===== config.mk =====
export PLATFORM = sky130hd
export DESIGN_NAME = timer_intc_flat
export DESIGN_NICKNAME = d
export VERILOG_FILES = /design/src/rtl/timer_intc_if.sv /design/src/rtl/timer_intc.sv /design/src/flat_wrapper.sv
export SDC_FILE = /design/constraint.sdc
export NUM_CORES = 1
export LEC_CHECK = 0
export BUFFER_PORTS_ARGS = -buffer_cell sky130_fd_sc_hd__buf_4
export CAP_MARGIN = 20
export CORE_MARGIN = 4
export CORE_UTILIZATION = 48
export CTS_CLUSTER_SIZE = 8
export DETAILED_ROUTE_END_ITERATION = 8
export PLACE_DENSITY = 0.78
export SLEW_MARGIN = 0
export SYNTH_ARGS = -nofsm -noshare
export SYNTH_HDL_FRONTEND = slang
export SYNTH_SLANG_ARGS = --single-unit

===== constraint.sdc =====
create_clock -name clk -period 2.3 [get_ports clk]
set_input_delay 0.69 -clock clk [delete_from_list [all_inputs] [get_ports clk]]
set_output_delay 0.69 -clock clk [all_outputs]
set_load 0.02 [all_outputs]

===== src/rtl/timer_intc_if.sv =====
// timer_intc_if: CPU/software-facing signal bundle of the timer interrupt collector.
//   irq_src       : raw timer interrupt lines {OVI3..0, CMIB3..0, CMIA3..0}
//   en_wr/en_wdata: enable-register write strobe and data; en_mask reads it back
//   pend_clr_wr/pend_clr_data: software clear of pending/overrun bits
//   pend, ovr     : pending and sticky overrun flags
//   irq_req/irq_vec/irq_ack: request/vector/acknowledge handshake to the CPU
// Modports: master = stimulus/CPU side, slave = timer_intc.
interface timer_intc_if #(
    parameter int unsigned NUM_SRC   = 12,
    parameter int unsigned VEC_WIDTH = 4
);
    logic [NUM_SRC-1:0]   irq_src;
    logic                 en_wr;
    logic [NUM_SRC-1:0]   en_wdata;
    logic [NUM_SRC-1:0]   en_mask;
    logic                 pend_clr_wr;
    logic [NUM_SRC-1:0]   pend_clr_data;
    logic [NUM_SRC-1:0]   pend;
    logic [NUM_SRC-1:0]   ovr;
    logic                 irq_req;
    logic [VEC_WIDTH-1:0] irq_vec;
    logic                 irq_ack;

    modport master (
        output irq_src, en_wr, en_wdata, pend_clr_wr, pend_clr_data, irq_ack,
        input  en_mask, pend, ovr, irq_req, irq_vec
    );

    modport slave (
        input  irq_src, en_wr, en_wdata, pend_clr_wr, pend_clr_data, irq_ack,
        output en_mask, pend, ovr, irq_req, irq_vec
    );
endinterface


===== src/rtl/timer_intc.sv =====
// timer_intc: interrupt collector for the 8-bit timer.
// Latches rising edges of the twelve timer interrupt lines into pending bits,
// flags overruns, masks with a per-source enable and hands one request at a
// time to the CPU through a req/vec/ack handshake (IDLE -> REQ -> GAP).
// Ports:
//   clk : system clock, rising edge
//   rst : asynchronous active-high reset
//   bus : timer_intc_if.slave (irq_src, en_*, pend_clr_*, pend, ovr, irq_*)
// Optional feature: define TIMER_INTC_RR_EN for round-robin arbitration
// starting after the last acknowledged vector; otherwise lowest index wins.
module timer_intc #(
    parameter int unsigned NUM_SRC   = 12,
    parameter int unsigned VEC_WIDTH = 4
) (
    input logic         clk,
    input logic         rst,
    timer_intc_if.slave bus
);
    typedef enum logic [1:0] {IDLE, REQ, GAP} state_t;

    state_t               state, state_n;
    logic [NUM_SRC-1:0]   src_d;
    logic [NUM_SRC-1:0]   edge_v;
    logic [NUM_SRC-1:0]   sw_clr;
    logic [NUM_SRC-1:0]   ack_clr;
    logic [NUM_SRC-1:0]   pend_q, ovr_q, en_q;
    logic [NUM_SRC-1:0]   req_bits;
    logic                 grant_any;
    logic [VEC_WIDTH-1:0] grant_idx;
    logic [VEC_WIDTH-1:0] vec_q;
    logic                 load_vec;
    logic                 ack_fire;

    assign edge_v   = bus.irq_src & ~src_d;
    assign sw_clr   = {NUM_SRC{bus.pend_clr_wr}} & bus.pend_clr_data;
    assign ack_fire = (state == REQ) && bus.irq_ack;
    assign ack_clr  = ack_fire ? (NUM_SRC'(1) << vec_q) : '0;
    assign req_bits = pend_q & en_q;
    assign grant_any = |req_bits;

`ifdef TIMER_INTC_RR_EN
    logic [VEC_WIDTH-1:0] last_q;

    always_ff @(posedge clk or posedge rst) begin
        if (rst)
            last_q <= '0;
        else if (ack_fire)
            last_q <= vec_q;
    end

    // Walk offsets from farthest to nearest so the source right after
    // last_q is written last and therefore has priority.
    always_comb begin
        grant_idx = '0;
        for (int unsigned k = NUM_SRC; k > 0; k--) begin
            int unsigned idx;
            idx = (int unsigned'(last_q) + k) % NUM_SRC;
            if (req_bits[idx])
                grant_idx = VEC_WIDTH'(idx);
        end
    end
`else
    // Descending scan: the lowest set index is written last and wins.
    always_comb begin
        grant_idx = '0;
        for (int unsigned i = NUM_SRC; i > 0; i--) begin
            if (req_bits[i-1])
                grant_idx = VEC_WIDTH'(i - 1);
        end
    end
`endif

    always_ff @(posedge clk or posedge rst) begin
        if (rst) begin
            src_d  <= '0;
            pend_q <= '0;
            ovr_q  <= '0;
            en_q   <= '0;
        end else begin
            src_d  <= bus.irq_src;
            // Set has priority over every clear so no edge is lost.
            pend_q <= edge_v | (pend_q & ~(sw_clr | ack_clr));
            ovr_q  <= (edge_v & pend_q) | (ovr_q & ~sw_clr);
            if (bus.en_wr)
                en_q <= bus.en_wdata;
        end
    end

    always_ff @(posedge clk or posedge rst) begin
        if (rst)
            state <= IDLE;
        else
            state <= state_n;
    end

    always_comb begin
        state_n  = state;
        load_vec = 1'b0;
        case (state)
            IDLE: begin
                if (grant_any) begin
                    state_n  = REQ;
                    load_vec = 1'b1;
                end
            end
            REQ:     if (bus.irq_ack) state_n = GAP;
            GAP:     state_n = IDLE;
            default: state_n = IDLE;
        endcase
    end

    always_ff @(posedge clk or posedge rst) begin
        if (rst)
            vec_q <= '0;
        else if (load_vec)
            vec_q <= grant_idx;
    end

    assign bus.irq_req = (state == REQ);
    assign bus.irq_vec = vec_q;
    assign bus.pend    = pend_q;
    assign bus.ovr     = ovr_q;
    assign bus.en_mask = en_q;
endmodule


===== src/flat_wrapper.sv =====
// flat-port wrapper written by rule: the top's interface ports become plain ports
module timer_intc_flat 
#(
    parameter int unsigned NUM_SRC   = 12,
    parameter int unsigned VEC_WIDTH = 4
)
  (clk, rst, bus_irq_src, bus_en_wr, bus_en_wdata, bus_pend_clr_wr, bus_pend_clr_data, bus_irq_ack, bus_en_mask, bus_pend, bus_ovr, bus_irq_req, bus_irq_vec);
  timer_intc_if #(.NUM_SRC(NUM_SRC), .VEC_WIDTH(VEC_WIDTH)) bus_i ();
  input logic clk;
  input logic rst;
  input wire logic [$bits(bus_i.irq_src)-1:0] bus_irq_src;
  input wire logic [$bits(bus_i.en_wr)-1:0] bus_en_wr;
  input wire logic [$bits(bus_i.en_wdata)-1:0] bus_en_wdata;
  input wire logic [$bits(bus_i.pend_clr_wr)-1:0] bus_pend_clr_wr;
  input wire logic [$bits(bus_i.pend_clr_data)-1:0] bus_pend_clr_data;
  input wire logic [$bits(bus_i.irq_ack)-1:0] bus_irq_ack;
  output wire logic [$bits(bus_i.en_mask)-1:0] bus_en_mask;
  output wire logic [$bits(bus_i.pend)-1:0] bus_pend;
  output wire logic [$bits(bus_i.ovr)-1:0] bus_ovr;
  output wire logic [$bits(bus_i.irq_req)-1:0] bus_irq_req;
  output wire logic [$bits(bus_i.irq_vec)-1:0] bus_irq_vec;
  assign bus_i.irq_src = bus_irq_src;
  assign bus_i.en_wr = bus_en_wr;
  assign bus_i.en_wdata = bus_en_wdata;
  assign bus_i.pend_clr_wr = bus_pend_clr_wr;
  assign bus_i.pend_clr_data = bus_pend_clr_data;
  assign bus_i.irq_ack = bus_irq_ack;
  assign bus_en_mask = bus_i.en_mask;
  assign bus_pend = bus_i.pend;
  assign bus_ovr = bus_i.ovr;
  assign bus_irq_req = bus_i.irq_req;
  assign bus_irq_vec = bus_i.irq_vec;
  timer_intc #(.NUM_SRC(NUM_SRC), .VEC_WIDTH(VEC_WIDTH)) u_core (.clk(clk), .rst(rst), .bus(bus_i));
endmodule

== Word-level counts from Yosys, hierarchy flattened ==
Cells that the tools add are included.
Word-level totals
  register bits: 54
  latch bits: 0
  memory bits (writable): 0
  memory bits (read-only): 0
  bits of input ports: 41
  output and inout bits: 41
  word-level logic and storage cells: 44
  memories: 0
Cells by class
  add/sub/neg operators: 0
  multiply operators: 0
  div/mod/pow operators: 0
  order comparisons: 0
  eq/ne operators: 3
  shifts and indexed selects: 1
  multiplexer cells: 18
  bitwise logic cells: 12
  reductions and logical operators: 4
Operators with widths (number)
  $and A12 B12 Y12: 6
  $mux W4: 12
  $not A12 Y12: 3
  $or A12 B12 Y12: 3
  $mux W12: 1
  $reduce_or A12 Y1: 1
  $shl A1 B4 Y12 const A: 1
  $mux W2: 2
  $pmux W2 S2: 1
  $eq A2 B1 Y1 const B: 1
  $logic_not A2 Y1: 1
  $mux W1: 2
  $ne A2 B1 Y1 const B: 1
  $ne A2 B2 Y1 const B: 1
  $reduce_and A2 Y1: 1
  $logic_and A1 B1 Y1: 1

== Depth between registers and ports, before layout ==
Gate-level depths: netlist (run 1).
  depth after elaboration: 13
  depth in mapped cells: 6
  mapped depth without buffers: 6

== Worst setup path after synthesis (run 1) ==
No wires, ideal clock.
  path kind: register to register
  start: register u_core.pend_q[10] (netlist: u_core.bus.pend[10])
  end: register u_core.vec_q[0] (netlist: u_core.bus.irq_vec[0])
  setup time: 0.128 ns
  arrival: 1.508 ns
  data required time: 2.172 ns
  slack: 0.664 ns
  cell stages (with the launch flop): 5
  buffers on the path: 0
  clock period less this slack: 1.636 ns
  cells stage by stage: dfrtp_1 > a22oi_1 > nand2b_4 > o31ai_4 > mux2_1
On the way
  longest elaborated chain between the ends: 12
  elaborated cells between the ends (all ways): 15
  those cells by class: 13 x mux; 1 x bitwise; 1 x reduce/logical
Ends and longest elaborated chain
  start: declaration: RTL line timer_intc.sv:26  | logic [NUM_SRC-1:0] pend_q, ovr_q, en_q;
  start signal: assignment: RTL line timer_intc.sv:82  | pend_q <= edge_v | (pend_q & ~(sw_clr | ack_clr));
  $and A12 B12 Y12 (*): RTL line timer_intc.sv:38  | assign req_bits = pend_q & en_q;
  $mux W4 (11 in a row): RTL line timer_intc.sv:67  | if (req_bits[i-1])
  end signal: assignment: RTL line timer_intc.sv:116  | vec_q <= grant_idx;
  end: declaration: RTL line timer_intc.sv:30  | logic [VEC_WIDTH-1:0] vec_q;
Every way passes the cells marked *; elsewhere a longest branch is shown, timed or not.
A chain may end at the register's enable or synchronous reset.

== Worst setup path in the final report (run 1) ==
Same ends and word-level chain as after synthesis.

==> out/qor.tcl, run 1 <==
set qor(startpoint_of_the_most_critical_register_to_register_path) {u_core.bus.pend[10]$_DFF_PP0_}
set qor(wire_per_inst_um) 16.2
set qor(setup_violation_total_in_the_final_timing_report) 0
set qor(seqPwrFrac_pct) 47.5
set qor(synth_top_area_cell) {dfrtp_1}
set qor(wirelength_um) 5150
set qor(clk_path_buf_depth) 2
set qor(antenna_found_initial) 0
set qor(cts_resized) 0
set qor(achievable-frequency_mhz) 585
set qor(utilization_pct) 67.6
set qor(period_minus_slack_ps) 1710
set qor(final_antenna_net_count) 0
set qor(commonest_register_cell_after_synthesis) {dfrtp_1}
set qor(route.vias.total) 1733
set qor(drt_first_pass_iters) 4
set qor(chipHeight_um) 75.5
set qor(placement.io_buffers) 81
set qor(synth_top_cells_by_count) {dfrtp_1 (54), nand2_1 (34), mux2_2 (12)}
set qor(num-fill-cells) 376
set qor(power_report.internal_total_uw) 1760
set qor(first_global_vias) 1796
set qor(mapped_cell_area_mm2) 0.00219
set qor(clock_latency_late_sink_ps) 300
set qor(synth_most_common_cell) {dfrtp_1}
set qor(cts-buffers-inserted) 5
set qor(die_area_mm2) 0.00570
set qor(tritoncts_clock_tree) {yes}
set qor(power.ir.vdd_worst_mv) 0.567
set qor(status) {finished, final reports clean}
set qor(netSwitchingPower_uw) 925
set qor(ctsHtreeMaxLevel) 2
set qor(fin_nets) 306
set qor(power_frac_clock_pct) 19.7
set qor(report.final.slew_viol_count) 0
set qor(crit_path_start_kind) {flop}
set qor(timing.critical_path.arrival_ps) 1900
set qor(grt_start_max_net_pins) 55
set qor(power.static_leakage_uw) 0.00142
set qor(required_ps) 2490
set qor(maxSlewHeadroom_pct) 58.8
set qor(cts.reportedPaths.clkPinSlew_ps) 90
set qor(grt_overflow) 0
set qor(rsz0062_at_grt) {false}
set qor(hold_path_class) {input port to asynchronous set/reset pin}
set qor(start_util_pct) 49.9
set qor(yosysWarningCount) 0
set qor(critPathCaptureType) {flop}
set qor(tightestPinTransition_ps) 617
set qor(worst_clock_skew_ps) 8.04
set qor(post_synth_edffs) 0
set qor(postSynthRegisterBits) 54
set qor(drive_above_1_share_pct) 43.6
set qor(netlist-cell-type-count) 30
set qor(synth_top_area_share_pct) 61.8
set qor(cts_root_buf) {clkbuf_8}
set qor(hold_violations) 0
set qor(drt-vias-per-instance) 5.45
set qor(design_power_total_uw) 2680
set qor(die_width_um) 75.5
set qor(antenna_cells_inserted) 0
set qor(ff2ff_setup_slack_ps) 590
set qor(setup_total_negative_slack_ps) 0
set qor(drt-initial-drc-count) 112
set qor(worstSetupPathType) {flop to flop}
set qor(area_growth_syn_to_layout_pct) 35.5
set qor(power_density_mw_per_mm2) 906
set qor(hpwlAfterDp_um) 3990
set qor(placement_row_count) 24
set qor(ys_seq_area_share_pct) 61.8
set qor(fin_crit_share_pct) 74.4
set qor(synth.top_cells.by_area) {dfrtp_1 (62%), mux2_2 (6.2%), nand2_1 (5.8%), a22o_1 (4.0%), a31o_2 (3.6%)}
set qor(synth-async-reset-ratio_pct) 100
set qor(worst-path-max-fanout) 5
set qor(route.detailed.drc) 0
set qor(placeableCoreArea_mm2) 0.00438
set qor(cts_hold_buffers) 0
set qor(cts.sink_count) 54
set qor(power.switching_fraction_pct) 34.5
set qor(grtUsageTotal_pct) 19.5
set qor(post_cts_buffers) 0
set qor(synth.avg_cell_area_um2) 12.3
set qor(comb_power_share_pct) 32.8
set qor(synthesis.instances) 178
set qor(gp_congestion) 0.768
set qor(synth_fp_nets) 219
set qor(ios) 82
set qor(grt_pass1_wl_um) 8390
set qor(startpoint) {u_core.bus.pend[10]$_DFF_PP0_}
set qor(drv_cap) 0
==> power groups by stage <==
stage	clock network, uW	logic, uW	registers [uW]
after floorplan	0	369	1410
after global placement	0	877	1280
after detailed placement	0	888	1290
after CTS	546	893	1270
after global routing	582	972	1300
final	529	880	1270
==> layout by cell type (no fill, tap or decap), types with 2 or more instances in the layout <==
cell,instances
a22oi_1,3
nor3b_1,2
nand4_1,3
buf_4,81
o21ai_0,3
inv_1,4
a22o_1,10
a32o_1,6
nand2_1,34
dfrtp_1,54
nor2b_1,11
mux2_2,12
nand3_1,4
a21oi_1,4
a31o_2,9
nor2_1,3
clkinv_2,2
clkbuf_8,6
==> worst max-delay path: stages, from the launching register on <==
cell and delay, ps:
dfrtp_1 430, a22oi_1 370, nand2b_4 90, o31ai_4 350, mux2_1 350
==> flip-flops by register name, indices dropped and copies added (netlist names) <==
name and flops:
u_core.bus.irq_vec 4, u_core.bus.en_mask 12, u_core.state 2, u_core.bus.pend 12
u_core.bus.ovr 12, u_core.src_d 12
==> metrics by stage <==
step / hold slack, ps / setup slack [ps] / cells / cell area [um^2]
2_1_floorplan: 486 / 295 / 178 / 2190
3_3_place_gp: 483 / 458 / 310 / 2870
3_5_place_dp: 487 / 405 / 310 / 2870
4_1_cts: 434 / 574 / 318 / 2960
5_1_grt: 452 / 418 / 318 / 2960
6_report: 424 / 590 / 318 / 2960
==> path summary, 6_finish.rpt <==
| kind | endpoint | cells past startpoint |
|---|---|---|
| max | u_core.bus.irq_vec[0]$_DFFE_PP0P_ | 4 |
| min | u_core.bus.en_mask[10]$_DFFE_PP0P_ | 3 |
| max reg2reg | u_core.bus.irq_vec[0]$_DFFE_PP0P_ | 4 |
| min reg2reg | u_core.bus.ovr[7]$_DFF_PP0_ | 1 |
| max in group asynchronous | u_core.bus.en_mask[1]$_DFFE_PP0P_ | 3 |
| min in group clk | u_core.src_d[4]$_DFF_PP0_ | 1 |
==> logic make-up after synthesis <==
logic type	count (synthesis)	share of synthesized area, %
AND/OR/NAND/NOR	62	14.1
flip-flops	54	61.8
AO/OA/AOI/OAI	41	16.0
multiplexers	13	6.70
buffers and inverters	8	1.43
==> layout make-up <==
cell class	count	area (um^2)	area share [%]
flip-flops and latches	54	1350	45.6
repair buffers	82	628	21.2
clock inverters	1	5.00	0.169
inverters	6	23.8	0.802
well taps	52	65.1	2.20
clock buffers	7	86.3	2.91
multi-input cells	116	803	27.1
==> routing by layer <==
layer / vias to the layer above / global-route usage (%) / wire length (um)
li1: 818 / - / -
met1: 867 / 24.4 / 2080
met2: 44 / 34.0 / 2720
met3: 4 / 4.75 / 312
met4: 0 / 4.85 / 40
met5: - / 0 / 0
(Power assumes the default switching activity.)
==> inputs of run 2 (changes only) <==
==> constraint.sdc (replaced) <==
create_clock -name clk -period 1.8 [get_ports clk]
set_input_delay 0.54 -clock clk [delete_from_list [all_inputs] [get_ports clk]]
set_output_delay 0.54 -clock clk [all_outputs]
set_load 0.02 [all_outputs]
==> out/qor.tcl, run 2 (synthesis results as in run 1) <==
set qor(worst-path-max-fanout) 5 ;# unchanged
set qor(tightestPinTransition_ps) 357 ;# -260 ps
set qor(hold_path_class) {input port to asynchronous set/reset pin}
set qor(grt_overflow) 0 ;# unchanged
set qor(drt_first_pass_iters) 4 ;# unchanged
set qor(most-common-layout-cells) {buf_4 (85), dfrtp_1 (54), nand2_1 (34)}
set qor(wire_per_inst_um) 16.0 ;# -1.1%
set qor(layout.cells.most_common) {buf_4}
set qor(period_minus_slack_ps) 1690 ;# -24.0 ps
set qor(design_area_mm2) 0.00301 ;# +1.7%
set qor(area_growth_syn_to_layout_pct) 37.9
set qor(cell_type_group_with_the_largest_total_delay_on_the_critical_path) {compound AO/OA/AOI/OAI gates}
set qor(hold_violations) 0 ;# unchanged
set qor(drt-initial-drc-count) 68 ;# -39%
set qor(fin_nets) 310 ;# +1.3%
set qor(power.ir.vdd_worst_mv) 0.659 ;# +16%
set qor(clock_latency_late_sink_ps) 300 ;# about the same
set qor(clk_path_buf_depth) 2 ;# unchanged
set qor(setup_total_negative_slack_ps) 0 ;# unchanged
set qor(post_cts_buffers) 0 ;# unchanged
set qor(cts_hold_buffers) 0 ;# unchanged
set qor(tritoncts_clock_tree) {yes}
set qor(power.static_leakage_uw) 0.00145 ;# +1.8%
set qor(crit_slowest_cell) {dfrtp_1}
set qor(placement_row_count) 24 ;# unchanged
set qor(critPathCaptureType) {flop}
set qor(ctsHtreeMaxLevel) 2 ;# unchanged
set qor(ios) 82 ;# unchanged
set qor(die_width_um) 75.5 ;# unchanged
set qor(ff2ff_setup_slack_ps) 110 ;# -480 ps
set qor(crit_path_start_kind) {flop}
set qor(grtUsageTotal_pct) 19.1 ;# -0.39 points
set qor(dpl_cell_area_mm2) 0.00291 ;# +1.2%
set qor(path_cells) {a22oi_1 > nand2_1 > o31ai_4 > mux2_1}
set qor(placeableCoreArea_mm2) 0.00438 ;# unchanged
set qor(worst_clock_skew_ps) 3.09 ;# -4.95 ps
set qor(cts_resized) 0 ;# unchanged
set qor(cts-buffers-inserted) 5 ;# unchanged
set qor(final_antenna_net_count) 0 ;# unchanged
set qor(route.detailed.drc) 0 ;# unchanged
set qor(cp.buffers_inverters) 0 ;# unchanged
set qor(numPlacedInstances) 314 ;# +1.3%
set qor(finish.cell_count_without_fillers) 322 ;# +1.3%
set qor(num-fill-cells) 361 ;# -4.0%
set qor(setup_violation_total_in_the_final_timing_report) 0 ;# unchanged
set qor(cts_root_buf) {clkbuf_8}
set qor(drt-vias-per-instance) 5.42 ;# -0.62%
set qor(gp_congestion) 0.831 ;# +8.2%
set qor(fin_crit_share_pct) 93.7 ;# +19 points
set qor(report.final.slew_viol_count) 0 ;# unchanged
set qor(die_area_mm2) 0.00570 ;# unchanged
set qor(power_density_mw_per_mm2) 1180 ;# +31%
set qor(antenna_found_initial) 0 ;# unchanged
set qor(grt_pass1_wl_um) 8200 ;# -2.3%
set qor(status) {finished, final reports clean}
set qor(drive_above_1_share_pct) 44.8 ;# +1.2 points
set qor(required_ps) 1990 ;# -500 ps
set qor(cts.sink_count) 54 ;# unchanged
set qor(achievable-frequency_mhz) 593 ;# +1.4%
set qor(worst_path_largest_cell_delay_ps) 430 ;# about the same
set qor(timing.critical_path.arrival_ps) 1880 ;# -20 ps
set qor(start_util_pct) 49.9 ;# unchanged
set qor(placement.io_buffers) 81 ;# unchanged
set qor(cts.reportedPaths.clkPinSlew_ps) 90 ;# about the same
set qor(drv_cap) 0 ;# unchanged
set qor(rsz0062_at_grt) {false}
set qor(maxSlewHeadroom_pct) 76.1 ;# +17 points
set qor(chipHeight_um) 75.5 ;# unchanged
set qor(first_global_vias) 1794 ;# -0.11%
set qor(worstSetupPathType) {flop to flop}
set qor(route.vias.total) 1744 ;# +0.63%
set qor(hpwlAfterDp_um) 3970 ;# -0.55%
set qor(wirelength_um) 5160 ;# +0.17%
set qor(grt_start_max_net_pins) 55 ;# unchanged
set qor(antenna_cells_inserted) 0 ;# unchanged
==> run 2: cell types whose count changed in the layout (fill, tap and decap cells not counted), sizes merged <==
cell / delta
clkinv: +1
clkbuf: -2
buf: +4
clkinvlp: +1
bufinv: +1
inv: -1
==> run 2: worst reg2reg max path: stages, from the launching register on <==
cell     delay (ps)
dfrtp_1         430
a22oi_1         320
nand2_1         170
o31ai_4         300
mux2_1          350
==> run 2: power by group <==
| part | leakage, uW | switching [uW] | internal, uW |
|---|---|---|---|
| Clock | 0.0000579 | 378 | 410 |
| Sequential | 0.000638 | 211 | 1410 |
| Combinational | 0.000751 | 609 | 550 |
==> run 2: final cells by class <==
type | count | area [um^2] | area share (%)
Clock inverter | 3 | 40.0 | 1.33
Inverter | 6 | 27.5 | 0.913
Sequential cell | 54 | 1350 | 44.8
Clock buffer | 5 | 68.8 | 2.28
Timing Repair Buffer | 86 | 658 | 21.8
Tap cell | 52 | 65.1 | 2.16
Multi-Input combinational cell | 116 | 803 | 26.7
==> run 2: through the flow <==
stage               utilization [%]  worst slack, ps  hold WS, ps  power, uW
global route                   68.8             38.1          316       3760
finish                         68.8              114          297       3570
global placement               66.3              195          484       2780
detailed placement             66.3              156          483       2800
floorplan                         -              164          486       2270
CTS                            68.8              131          302       3590
==> run 2: metal layers <==
layer  vias to the layer above  global-route usage [%]  wire length [um]
met4                         0                    4.66                26
li1                        832                       -                 -
met5                         -                       0                 0
met1                       858                    24.4              2180
met3                         5                    5.67               385
met2                        49                    32.2              2570
==> run 2: worst paths after layout <==
kind | startpoint | endpoint | cells after the start
worst min register to register | u_core.bus.ovr[9]$_DFF_PP0_ | u_core.bus.ovr[9]$_DFF_PP0_ | 1
worst min-delay path | rst | u_core.bus.en_mask[11]$_DFFE_PP0P_ | 3
max in group asynchronous | rst | u_core.bus.pend[11]$_DFF_PP0_ | 3
worst max-delay path | u_core.bus.pend[5]$_DFF_PP0_ | u_core.bus.irq_vec[0]$_DFFE_PP0P_ | 4
min in group clk | bus_irq_src[7] | u_core.src_d[7]$_DFF_PP0_ | 1
worst max register to register | u_core.bus.pend[5]$_DFF_PP0_ | u_core.bus.irq_vec[0]$_DFFE_PP0P_ | 4
